File: config.mk
export PLATFORM = sky130hd
export DESIGN_NAME = display_scan_scheduler
export DESIGN_NICKNAME = d
export VERILOG_FILES = /design/src/rtl/display_scan_scheduler.sv
export SDC_FILE = /design/constraint.sdc
export NUM_CORES = 1
export LEC_CHECK = 0
export ABC_AREA = 1
export CAP_MARGIN = 20
export CORE_ASPECT_RATIO = 2
export CORE_MARGIN = 4
export CORE_UTILIZATION = 45
export CTS_CLUSTER_SIZE = 8
export DETAILED_ROUTE_END_ITERATION = 8
export GPL_TIMING_DRIVEN = 1
export HOLD_SLACK_MARGIN = 0.08
export SLEW_MARGIN = 20
export SYNTH_ARGS = -nofsm -noshare
export SYNTH_HDL_FRONTEND = slang
export SYNTH_SLANG_ARGS = --single-unit
File: constraint.sdc
create_clock -name clk -period 4.5 [get_ports clk]
set_input_delay 1.35 -clock clk [delete_from_list [all_inputs] [get_ports clk]]
set_output_delay 1.35 -clock clk [all_outputs]
set_load 0.05 [all_outputs]
File: src/rtl/display_scan_scheduler.sv
// Four-digit seven-segment scan scheduler: blanked digit slots and a
// frame-synchronous scrolling 4-character window over a 16-entry buffer.
module display_scan_scheduler #(
   parameter int DIGIT_TICKS   = 4096,
   parameter int BLANK_TICKS   = 256,
   parameter int SCROLL_FRAMES = 64
) (
   input  logic       clk,
   input  logic       reset,
   input  logic       step,
   input  logic       auto_en,
   input  logic       wr_en,
   input  logic [3:0] wr_addr,
   input  logic [3:0] wr_data,
   output logic [3:0] char,
   output logic       an3,
   output logic       an2,
   output logic       an1,
   output logic       an0,
   output logic [3:0] offset,
   output logic       frame_start
);

   localparam int CW = $clog2(DIGIT_TICKS);
   localparam int FW = (SCROLL_FRAMES > 1) ?
                       $clog2(SCROLL_FRAMES) : 1;
   localparam logic [CW-1:0] CNT_LAST = CW'(DIGIT_TICKS - 1);
   localparam logic [FW-1:0] AFC_LAST = FW'(SCROLL_FRAMES - 1);

   typedef enum logic [1:0] {
      D0 = 2'd0,
      D1 = 2'd1,
      D2 = 2'd2,
      D3 = 2'd3
   } dig_e;

   dig_e          dig, dig_nx;
   logic [CW-1:0] cnt, cnt_nx;
   logic [3:0]    off_q, off_nx;
   logic          pend, pend_nx;
   logic [FW-1:0] afc, afc_nx;
   logic [3:0]    msg [16];
   logic [3:0]    char_q;
   logic [3:0]    an_q, an_nx;
   logic          fs_q, fs_nx;
   logic          slot_end;
   logic          boundary;
   logic          auto_tick;
   logic          req;
   logic [3:0]    sel_nx;

   always_comb begin
      slot_end  = (cnt == CNT_LAST);
      boundary  = slot_end && (dig == D0);
      auto_tick = auto_en && boundary && (afc == AFC_LAST);
      req       = pend || step || auto_tick;

      cnt_nx = slot_end ? '0 : cnt + 1'b1;

      dig_nx = dig;
      if (slot_end) begin
         unique case (dig)
            D3: dig_nx = D2;
            D2: dig_nx = D1;
            D1: dig_nx = D0;
            D0: dig_nx = D3;
         endcase
      end

      off_nx  = (boundary && req) ? off_q + 4'd1 : off_q;
      pend_nx = boundary ? 1'b0 : (pend || step);

      // counter is parked at zero whenever auto-scroll is off
      if (!auto_en)
         afc_nx = '0;
      else if (boundary)
         afc_nx = auto_tick ? '0 : afc + 1'b1;
      else
         afc_nx = afc;

      // digit d shows msg[offset + 3 - d]; 3 - d == ~d in 2 bits
      sel_nx = off_nx + {2'b00, ~dig_nx};

      an_nx = 4'b1111;
      if (int'(cnt_nx) >= BLANK_TICKS) begin
         unique case (dig_nx)
            D3: an_nx = 4'b0111;
            D2: an_nx = 4'b1011;
            D1: an_nx = 4'b1101;
            D0: an_nx = 4'b1110;
         endcase
      end

      fs_nx = (cnt_nx == '0) && (dig_nx == D3);
   end

   always_ff @(posedge clk) begin
      if (reset) begin
         cnt    <= '0;
         dig    <= D3;
         off_q  <= '0;
         pend   <= 1'b0;
         afc    <= '0;
         char_q <= '0;
         an_q   <= 4'b1111;
         fs_q   <= 1'b1;
      end else begin
         cnt   <= cnt_nx;
         dig   <= dig_nx;
         off_q <= off_nx;
         pend  <= pend_nx;
         afc   <= afc_nx;
         an_q  <= an_nx;
         fs_q  <= fs_nx;
         if (slot_end)
            char_q <= msg[sel_nx];
      end
   end

   always_ff @(posedge clk) begin
      if (reset) begin
         for (int i = 0; i < 16; i++)
            msg[i] <= 4'(i);
      end else if (wr_en) begin
         msg[wr_addr] <= wr_data;
      end
   end

   assign char                 = char_q;
   assign {an3, an2, an1, an0} = an_q;
   assign offset               = off_q;
   assign frame_start          = fs_q;

endmodule

==> results.yml, run 1 <==
global_route:
  grt_antenna_before_repair: 0
  grt_pass1_vias: 3572
  grt_pass1_wl_mm: 17.0
  grt_start_max_net_pins: 33
  overflow: 0
  grt_util_all_layers: 0.188
place:
  portBuffers: 25
  dp.cells: 675
  hpwl_mm: 7.91
  routabilityCongestion: 0.922
  pre_cts_slack_ns: -0.0678
  dpl_cell_area_um2: 5040
status:
  status: "finished, final reports clean"
sta:
  setup_viol: 0
  hold_violations: 0
  fin_crit_sh: 0.938
  setup_ws_ns: 0.277
  worst_pin_slew_ns: 0.674
  finalSetupTns_ns: 0
  finalCriticalPeriod_ns: 4.22
  slew_headroom: 0.550
  rsz0062_at_grt: "false"
  finClkSkew_ns: 0.0103
  drv_slew: 0
  fmax_ghz: 0.237
  whs_ns: 0.449
logic_synthesis:
  synthArstFlopShare: 0
  ys_seq_area_frac: 0.562
  synth_flop_cell: "edfxtp_1"
  syn_area_um2: 4630
  yosysWarnings: 0
  syn-num-nets: 546
  synth_edf_count: 64
  syn_area_per_cell_um2: 8.82
  synth_seq_cells: 98
  yosysUniqueCellTypes: 36
  synth_cells: 525
power:
  swShare: 0.235
  clkPwrFrac: 0.409
  p_seq_frac: 0.544
  switchingPower_mw: 0.434
  max-vdd-ir-drop_mv: 0.262
  comb_power_share: 0.047
  power.total_mw: 1.85
  pwr_density_cell_nw_per_um2: 346
  p_int_mw: 1.41
  power.leakage_nw: 2.00
routing:
  vias_per_cell: 5.14
  route.detailed.drc: 0
  first_iter_violations: 140
  routed_wl_mm: 10.6
  routedWlPerCell_um: 15.3
  num_vias: 3553
  first_pass_iters: 4
  antenna_left: 0
floorplan:
  rows: 52
  initial_core_util: 0.459
  fp.dieArea_um2: 12100
  dieWidth_um: 79.7
  core_area_um2: 10100
  die_h_um: 151
  ios: 26
worst_hold_path:
  hold_class: "reg2reg"
cells_and_area:
  final_area_um2: 5330
  nets: 572
  drive_gt1_frac: 0.0719
  fin_util: 0.528
  syn_to_final_growth_pct: 15.0
  final_cells: 691
  num_antenna_cells: 0
worst_setup_path:
  critical-path-slowest-cell: "fa_1"
  r2r_setup_slack_ns: 0.83
  rr_endpoint: "char[2]"
  rr_startpoint: "cnt[0]"
  worst-path-buf-inv: 5
  cp_top_family: "buffers and inverters"
  worst-path-stages: 16
  critPathArrivalTime_ns: 4.50
  required_ns: 4.77
  endpoint_kind: "flop"
  criticalPathCategory: "in2reg"
  crit_start: "step"
  critPathLaunchType: "primary input"
  cp_cell_sequence: "clkdlybuf4s50_1 > or2_2 > o21ai_4 > xor2_1 > inv_1 > ha_1 > inv_1 > fa_1 > inv_1 > buf_4 > o21ai_0 > o22ai_1 > nand3_1 > nand3_1 > nand3_1 > a21oi_1"
  critical-path-max-stage-delay_ns: 0.43
  crit_fanout: 15
  cp-endpoint: "char[2]"
  rr_worst_depth: 19
cts:
  hold_buffers: 0
  cts_buffers: 9
  cts_tree: "built"
  htree_levels: 3
  clock_path_buffers: 2
  clkTransAtPathRegs_ns: 0.07
  cts.sinks: 98
  cts_root_buf: "clkbuf_16"
  clock_latency_ns: 0.34
  cts-resized-gates: 0
  post_cts_buffers: 0
run:
  cap_violations: 0
-- state kept, by name, indices dropped and copies added, names as in the netlist --
register	count
msg	64
cnt	12
afc	6
an_q	4
char	4
offset	4
dig	2
frame_start	1
pend	1
-- synth_stat cells (2+ instances only) --
cell | number | area, um^2
a21oi_1 | 9 | 45.0
clkbuf_1 | 16 | 60.1
dfxtp_1 | 34 | 681
edfxtp_1 | 64 | 1920
ha_1 | 7 | 87.6
inv_1 | 55 | 206
nand2_1 | 93 | 349
nand2_2 | 2 | 12.5
nand2_4 | 3 | 33.8
nand3_1 | 33 | 165
nand3_4 | 2 | 35.0
nand4_1 | 3 | 18.8
nor2_1 | 112 | 420
nor2_2 | 4 | 25.0
nor3_1 | 6 | 30.0
o211ai_1 | 2 | 15.0
o21ai_0 | 40 | 200
o22ai_1 | 17 | 106
xnor2_1 | 3 | 26.3
xor2_1 | 4 | 35.0
-- how the worst min path moves through the flow --
stage | from | endpoint | slack [ns] | cells after the start
after floorplan | afc[4] | afc[4] | 0.42 | 2
after global placement | afc[4] | afc[4] | 0.44 | 2
after detailed placement | afc[4] | afc[4] | 0.44 | 2
after CTS | afc[4] | afc[4] | 0.45 | 2
after global routing | afc[4] | afc[4] | 0.50 | 2
final | afc[4] | afc[4] | 0.45 | 2
-- power by group through the flow --
stage / clock network (mW) / logic, mW / registers, mW
2_1_floorplan: 0 / 0.0525 / 1.02
4_1_cts: 0.766 / 0.0879 / 1.00
6_report: 0.755 / 0.0863 / 1.00
3_3_place_gp: 0 / 0.0865 / 1.02
5_1_grt: 0.802 / 0.0968 / 1.01
3_5_place_dp: 0 / 0.0875 / 1.02
-- layout make-up --
type | instances | area (um^2)
Inverter | 57 | 214
Clock buffer | 9 | 225
Timing Repair Buffer | 32 | 303
Tap cell | 135 | 169
Fill cell | 967 | 4760
Clock inverter | 7 | 65.1
Multi-Input combinational cell | 353 | 1750
Sequential cell | 98 | 2600
-- cells by family after synthesis --
family          count (synthesis)  synth area share
simple gates                  264             0.248
flops                          98             0.562
compound gates                 74            0.0935
buf+inv                        74            0.0602
fa+ha+maj                       8            0.0232
xor+xnor                        7            0.0132
-- placed cells by master, fill, tap and decap left out, types with 3 or more instances in the layout --
cell,instances
clkdlybuf4s50_1,25
o21ai_0,40
ha_1,7
inv_1,55
xor2_1,4
dfxtp_1,34
o22ai_1,17
nand2_4,3
buf_4,7
nand2_1,93
inv_6,3
nand3_1,33
nor3_1,6
edfxtp_1,64
nor2_2,4
a21oi_1,9
clkbuf_16,9
xnor2_1,3
nand4_1,3
nor2_1,112
inv_8,3
-- worst register-to-register path: cells and delay by family (launching register included) --
kind / cells / cell delay [ns]
AO/OA/AOI/OAI: 5 / 0.54
adder cells (fa/ha/maj): 3 / 0.90
buffers and inverters: 5 / 1.00
flip-flops: 1 / 0.37
AND/OR/NAND/NOR: 6 / 0.79
-- routing by layer --
| metal | up-vias | global-route usage | part of all wire |
|---|---|---|---|
| met5 | - | 0 | 0 |
| met1 | 1640 | 0.183 | 0.35 |
| met3 | 34 | 0.0266 | 0.034 |
| met4 | 0 | 0.111 | 0.048 |
| li1 | 1786 | - | - |
| met2 | 93 | 0.362 | 0.57 |
(Power assumes the default switching activity.)
==> run 2: changes to the inputs <==
--- a/config.mk
+++ b/config.mk
@@ -8,7 +8,7 @@
 export ABC_AREA = 1
 export CAP_MARGIN = 20
 export CORE_ASPECT_RATIO = 2
-export CORE_MARGIN = 4
+export CORE_MARGIN = 2
 export CORE_UTILIZATION = 45
 export CTS_CLUSTER_SIZE = 8
 export DETAILED_ROUTE_END_ITERATION = 8
==> results.yml, run 2 (synthesis results as in run 1) <==
global_route:
  grt_util_all_layers: 0.203
  grt_pass1_vias: 3645
  grt_pass1_wl_mm: 17.0
  overflow: 0
  grt_antenna_before_repair: 0
  grt_start_max_net_pins: 33
power:
  p_seq_frac: 0.542
  max-vdd-ir-drop_mv: 0.202
  clkPwrFrac: 0.410
  switchingPower_mw: 0.401
  comb_power_share: 0.047
  power.leakage_nw: 2.00
  p_int_mw: 1.45
  pwr_density_cell_nw_per_um2: 347
  swShare: 0.216
  power.total_mw: 1.85
sta:
  finalCriticalPeriod_ns: 4.03
  fin_crit_sh: 0.895
  drv_slew: 0
  slew_headroom: 0.545
  fmax_ghz: 0.248
  worst_pin_slew_ns: 0.682
  rsz0062_at_grt: "false"
  setup_viol: 0
  finClkSkew_ns: 0.00529
  hold_violations: 0
  finalSetupTns_ns: 0
routing:
  route.detailed.drc: 0
  routedWlPerCell_um: 15.3
  num_vias: 3556
  routed_wl_mm: 10.6
  first_iter_violations: 196
  first_pass_iters: 4
  antenna_left: 0
  vias_per_cell: 5.15
floorplan:
  dieWidth_um: 75.7
  die_h_um: 147
  initial_core_util: 0.459
  rows: 52
  ios: 26
  fp.dieArea_um2: 11200
  core_area_um2: 10100
worst_setup_path:
  rr_worst_depth: 19
  endpoint_kind: "flop"
  criticalPathCategory: "in2reg"
  rr_endpoint: "char[3]"
  r2r_setup_slack_ns: 1.04
  required_ns: 4.77
  rr_startpoint: "cnt[0]"
  crit_fanout: 16
  critPathLaunchType: "primary input"
  critPathArrivalTime_ns: 4.30
cts:
  cts_buffers: 9
  cts_root_buf: "clkbuf_16"
  clock_path_buffers: 2
  clkTransAtPathRegs_ns: 0.07
  cts.sinks: 98
  clock_latency_ns: 0.34
  cts_tree: "built"
  cts-resized-gates: 0
  post_cts_buffers: 0
  hold_buffers: 0
  htree_levels: 3
cells_and_area:
  nets: 572
  mostFrequentLayoutCells: "112 x nor2_1, 93 x nand2_1, 64 x edfxtp_1"
  drive_gt1_frac: 0.0701
  syn_to_final_growth_pct: 15.4
  final_common_cell: "nor2_1"
  reg.largest.list: "msg: 64 flops, cnt: 12 flops, afc: 6 flops"
  num_antenna_cells: 0
  largest-register: "msg"
  largest_reg_flops: 64
place:
  portBuffers: 25
  routabilityCongestion: 0.875
  hpwl_mm: 7.96
worst_hold_path:
  holdPathStages: 2
  worstHoldStart: "afc[4]"
  hold_class: "reg2reg"
  hold_path_end: "afc[4]"
status:
  status: "finished, final reports clean"
run:
  cap_violations: 0
## run 2: changes by cell type in the layout (fill, tap and decap cells not counted), sizes merged
cell,delta
inv,-5
bufinv,+1
clkinvlp,+3
clkbuf,+1
## run 2: layer usage
metal | track usage | up-vias | wire length, um
met4 | 0.107 | 0 | 353
met3 | 0.0354 | 22 | 261
li1 | - | 1792 | -
met2 | 0.376 | 67 | 6080
met5 | 0 | - | 0
met1 | 0.202 | 1675 | 3870
## run 2: stage by stage
step	cells	utilization	area [um^2]	hold slack [ns]	worst slack, ns
CTS	691	0.530	5350	0.450	0.496
detailed placement	675	0.501	5050	0.439	0.175
floorplan	525	-	4630	0.423	0.656
global route	691	0.530	5350	0.488	0.217
finish	691	0.530	5350	0.448	0.471
global placement	675	0.501	5050	0.443	0.189
## run 2: layout make-up
| class | instances | area [um^2] |
|---|---|---|
| Sequential cell | 98 | 2600 |
| Timing Repair Buffer | 32 | 315 |
| Inverter | 57 | 214 |
| Multi-Input combinational cell | 353 | 1750 |
| Tap cell | 135 | 169 |
| Clock inverter | 6 | 66.3 |
| Clock buffer | 10 | 229 |
| Fill cell | 963 | 4740 |
## run 2: worst max-delay path by stage
| stage | cells past startpoint | from | to | slack, ns |
|---|---|---|---|---|
| 2_1_floorplan | 15 | step | char[2] | 0.66 |
| 3_3_place_gp | 16 | step | char[3] | 0.19 |
| 3_5_place_dp | 16 | step | char[3] | 0.18 |
| 4_1_cts | 16 | step | char[3] | 0.50 |
| 5_1_grt | 16 | step | char[3] | 0.22 |
| 6_report | 16 | step | char[3] | 0.47 |
## run 2: worst max-delay path, cell delays in order
cell             delay [ns]
clkdlybuf4s50_1        0.39
or2_2                  0.37
o21ai_4                0.26
xor2_1                 0.21
inv_1                  0.06
ha_1                   0.19
inv_1                  0.07
fa_1                   0.43
inv_1                  0.12
buf_12                 0.14
o21ai_0                0.09
o22ai_1                0.26
nand2_1                0.09
nand3_1                0.09
nand3_1                0.07
a21oi_1                0.12
## run 2: power groups by stage
stage / Combinational, mW / Clock, mW / Sequential (mW)
global route: 0.0968 / 0.816 / 1.01
global placement: 0.0863 / 0 / 1.02
CTS: 0.0885 / 0.779 / 1.01
detailed placement: 0.0883 / 0 / 1.03
floorplan: 0.0525 / 0 / 1.02
finish: 0.0876 / 0.761 / 1.01
==> run 3: changes to the inputs <==
--- a/config.mk
+++ b/config.mk
@@ -12,6 +12,7 @@
 export CORE_UTILIZATION = 45
 export CTS_CLUSTER_SIZE = 8
 export DETAILED_ROUTE_END_ITERATION = 8
+export DONT_BUFFER_PORTS = 1
 export GPL_TIMING_DRIVEN = 1
 export HOLD_SLACK_MARGIN = 0.08
 export SLEW_MARGIN = 20
==> results.yml, run 3 (synthesis results as in run 1) <==
status:
  status: "finished, final reports clean"
cells_and_area:
  drive_gt1_frac: 0.0701
  largest_reg_flops: 64
  reg.largest.list: "msg: 64 flops, cnt: 12 flops, afc: 6 flops"
  final_area_um2: 5070
  nets: 544
  mostFrequentLayoutCells: "112 x nor2_1, 93 x nand2_1, 64 x edfxtp_1"
  num_antenna_cells: 0
  syn_to_final_growth_pct: 9.51
  largest-register: "msg"
  fillCellCount: 960
  final_common_cell: "nor2_1"
sta:
  fmax_ghz: 0.266
  fin_crit_sh: 0.837
  finalCriticalPeriod_ns: 3.77
  drv_slew: 0
  setup_viol: 0
  hold_violations: 0
  finClkSkew_ns: 0.00861
  finalSetupTns_ns: 0
  slew_headroom: 0.565
  rsz0062_at_grt: "false"
  worst_pin_slew_ns: 0.651
routing:
  routedWlPerCell_um: 15.7
  first_pass_iters: 4
  route.detailed.drc: 0
  routed_wl_mm: 10.4
  vias_per_cell: 5.22
  first_iter_violations: 140
  antenna_left: 0
  num_vias: 3458
worst_setup_path:
  cp_cell_sequence: "or2_2 > o21ai_4 > xor2_1 > inv_1 > ha_1 > inv_1 > fa_1 > inv_1 > o21ai_0 > o22ai_1 > nand3_1 > nand3_1 > nand3_1 > a21oi_1"
  rr_endpoint: "char[2]"
  cp_top_family: "compound AO/OA/AOI/OAI gates"
  critPathArrivalTime_ns: 4.05
  worst-path-buf-inv: 3
  critPathLaunchType: "primary input"
  endpoint_kind: "flop"
  crit_fanout: 16
  r2r_setup_slack_ns: 0.91
  required_ns: 4.79
  rr_worst_depth: 18
  criticalPathCategory: "in2reg"
  critical-path-max-stage-delay_ns: 0.42
  rr_startpoint: "cnt[0]"
  critical-path-slowest-cell: "fa_1"
run:
  cap_violations: 0
floorplan:
  core_area_um2: 10100
  ios: 26
  initial_core_util: 0.459
  fp.dieArea_um2: 11200
  rows: 52
  die_h_um: 147
  dieWidth_um: 75.7
global_route:
  use_met2: 0.375
  grt_start_max_net_pins: 33
  grt_pass1_wl_mm: 16.6
  overflow: 0
  grt_util_all_layers: 0.204
  grt_pass1_vias: 3509
  grt_busiest_layer: "met2"
  grt_use_met3: 0.0361
  met1_usage: 0.196
  grt_antenna_before_repair: 0
worst_hold_path:
  holdPathStages: 2
  hold_class: "reg2reg"
  hold_path_end: "afc[4]"
  worstHoldStart: "afc[4]"
cts:
  hold_buffers: 0
  clock_path_buffers: 2
  cts.sinks: 98
  cts_tree: "built"
  clock_latency_ns: 0.36
  htree_levels: 3
  clkTransAtPathRegs_ns: 0.06
  cts-resized-gates: 0
  cts_root_buf: "clkbuf_16"
  post_cts_buffers: 0
  cts_buffers: 9
place:
  routabilityCongestion: 0.890
  dpl_cell_area_um2: 4770
  hpwl_mm: 7.85
  portBuffers: 0
power:
  power.leakage_nw: 1.90
  max-vdd-ir-drop_mv: 0.217
  pwr_density_cell_nw_per_um2: 369
==> run 3: metrics by stage <==
stage | std cells | setup slack (ns) | utilization | hold slack (ns) | total power [mW]
floorplan | 525 | 0.656 | - | 0.423 | 1.07
global placement | 647 | 0.436 | 0.473 | 0.437 | 1.10
detailed placement | 647 | 0.368 | 0.473 | 0.443 | 1.10
CTS | 663 | 0.743 | 0.503 | 0.453 | 1.88
global route | 663 | 0.500 | 0.503 | 0.482 | 1.93
finish | 663 | 0.735 | 0.503 | 0.464 | 1.87
==> run 3: metal layers <==
layer / share of wire / wire (um)
met5: 0 / 0
met1: 0.34 / 3530
met3: 0.043 / 443
met4: 0.041 / 428
met2: 0.58 / 5980
==> run 3: power by group <==
part	total [mW]	switching [mW]	internal [mW]
Clock	0.793	0.352	0.441
Sequential	1.01	0.0137	0.993
Combinational	0.0704	0.0530	0.0174
Total	1.87	0.419	1.45
==> run 3: worst register-to-register path: cells and delay by family, from the launching register on <==
family,cells,cell delay [ns]
adder cells (fa/ha/maj),3,0.89
AO/OA/AOI/OAI,5,0.67
buffers and inverters,4,0.80
flip-flops,1,0.37
AND/OR/NAND/NOR,6,0.80
==> run 3: how the worst max path moves through the flow <==
stage / start / end / cells past startpoint
final: step / char[2] / 14
after global routing: cnt[0] / char[2] / 18
after CTS: step / char[2] / 14
after detailed placement: step / char[2] / 14
after global placement: step / char[2] / 14
after floorplan: step / char[2] / 15
==> run 3: layout make-up <==
cell class	instances	area, um^2	share of cell area
Multi-Input combinational cell	353	1750	0.345
Clock inverter	7	81.3	0.0160
Clock buffer	9	225	0.0444
Timing Repair Buffer	4	30.0	0.00592
Tap cell	135	169	0.0333
Inverter	57	214	0.0422
Sequential cell	98	2600	0.513
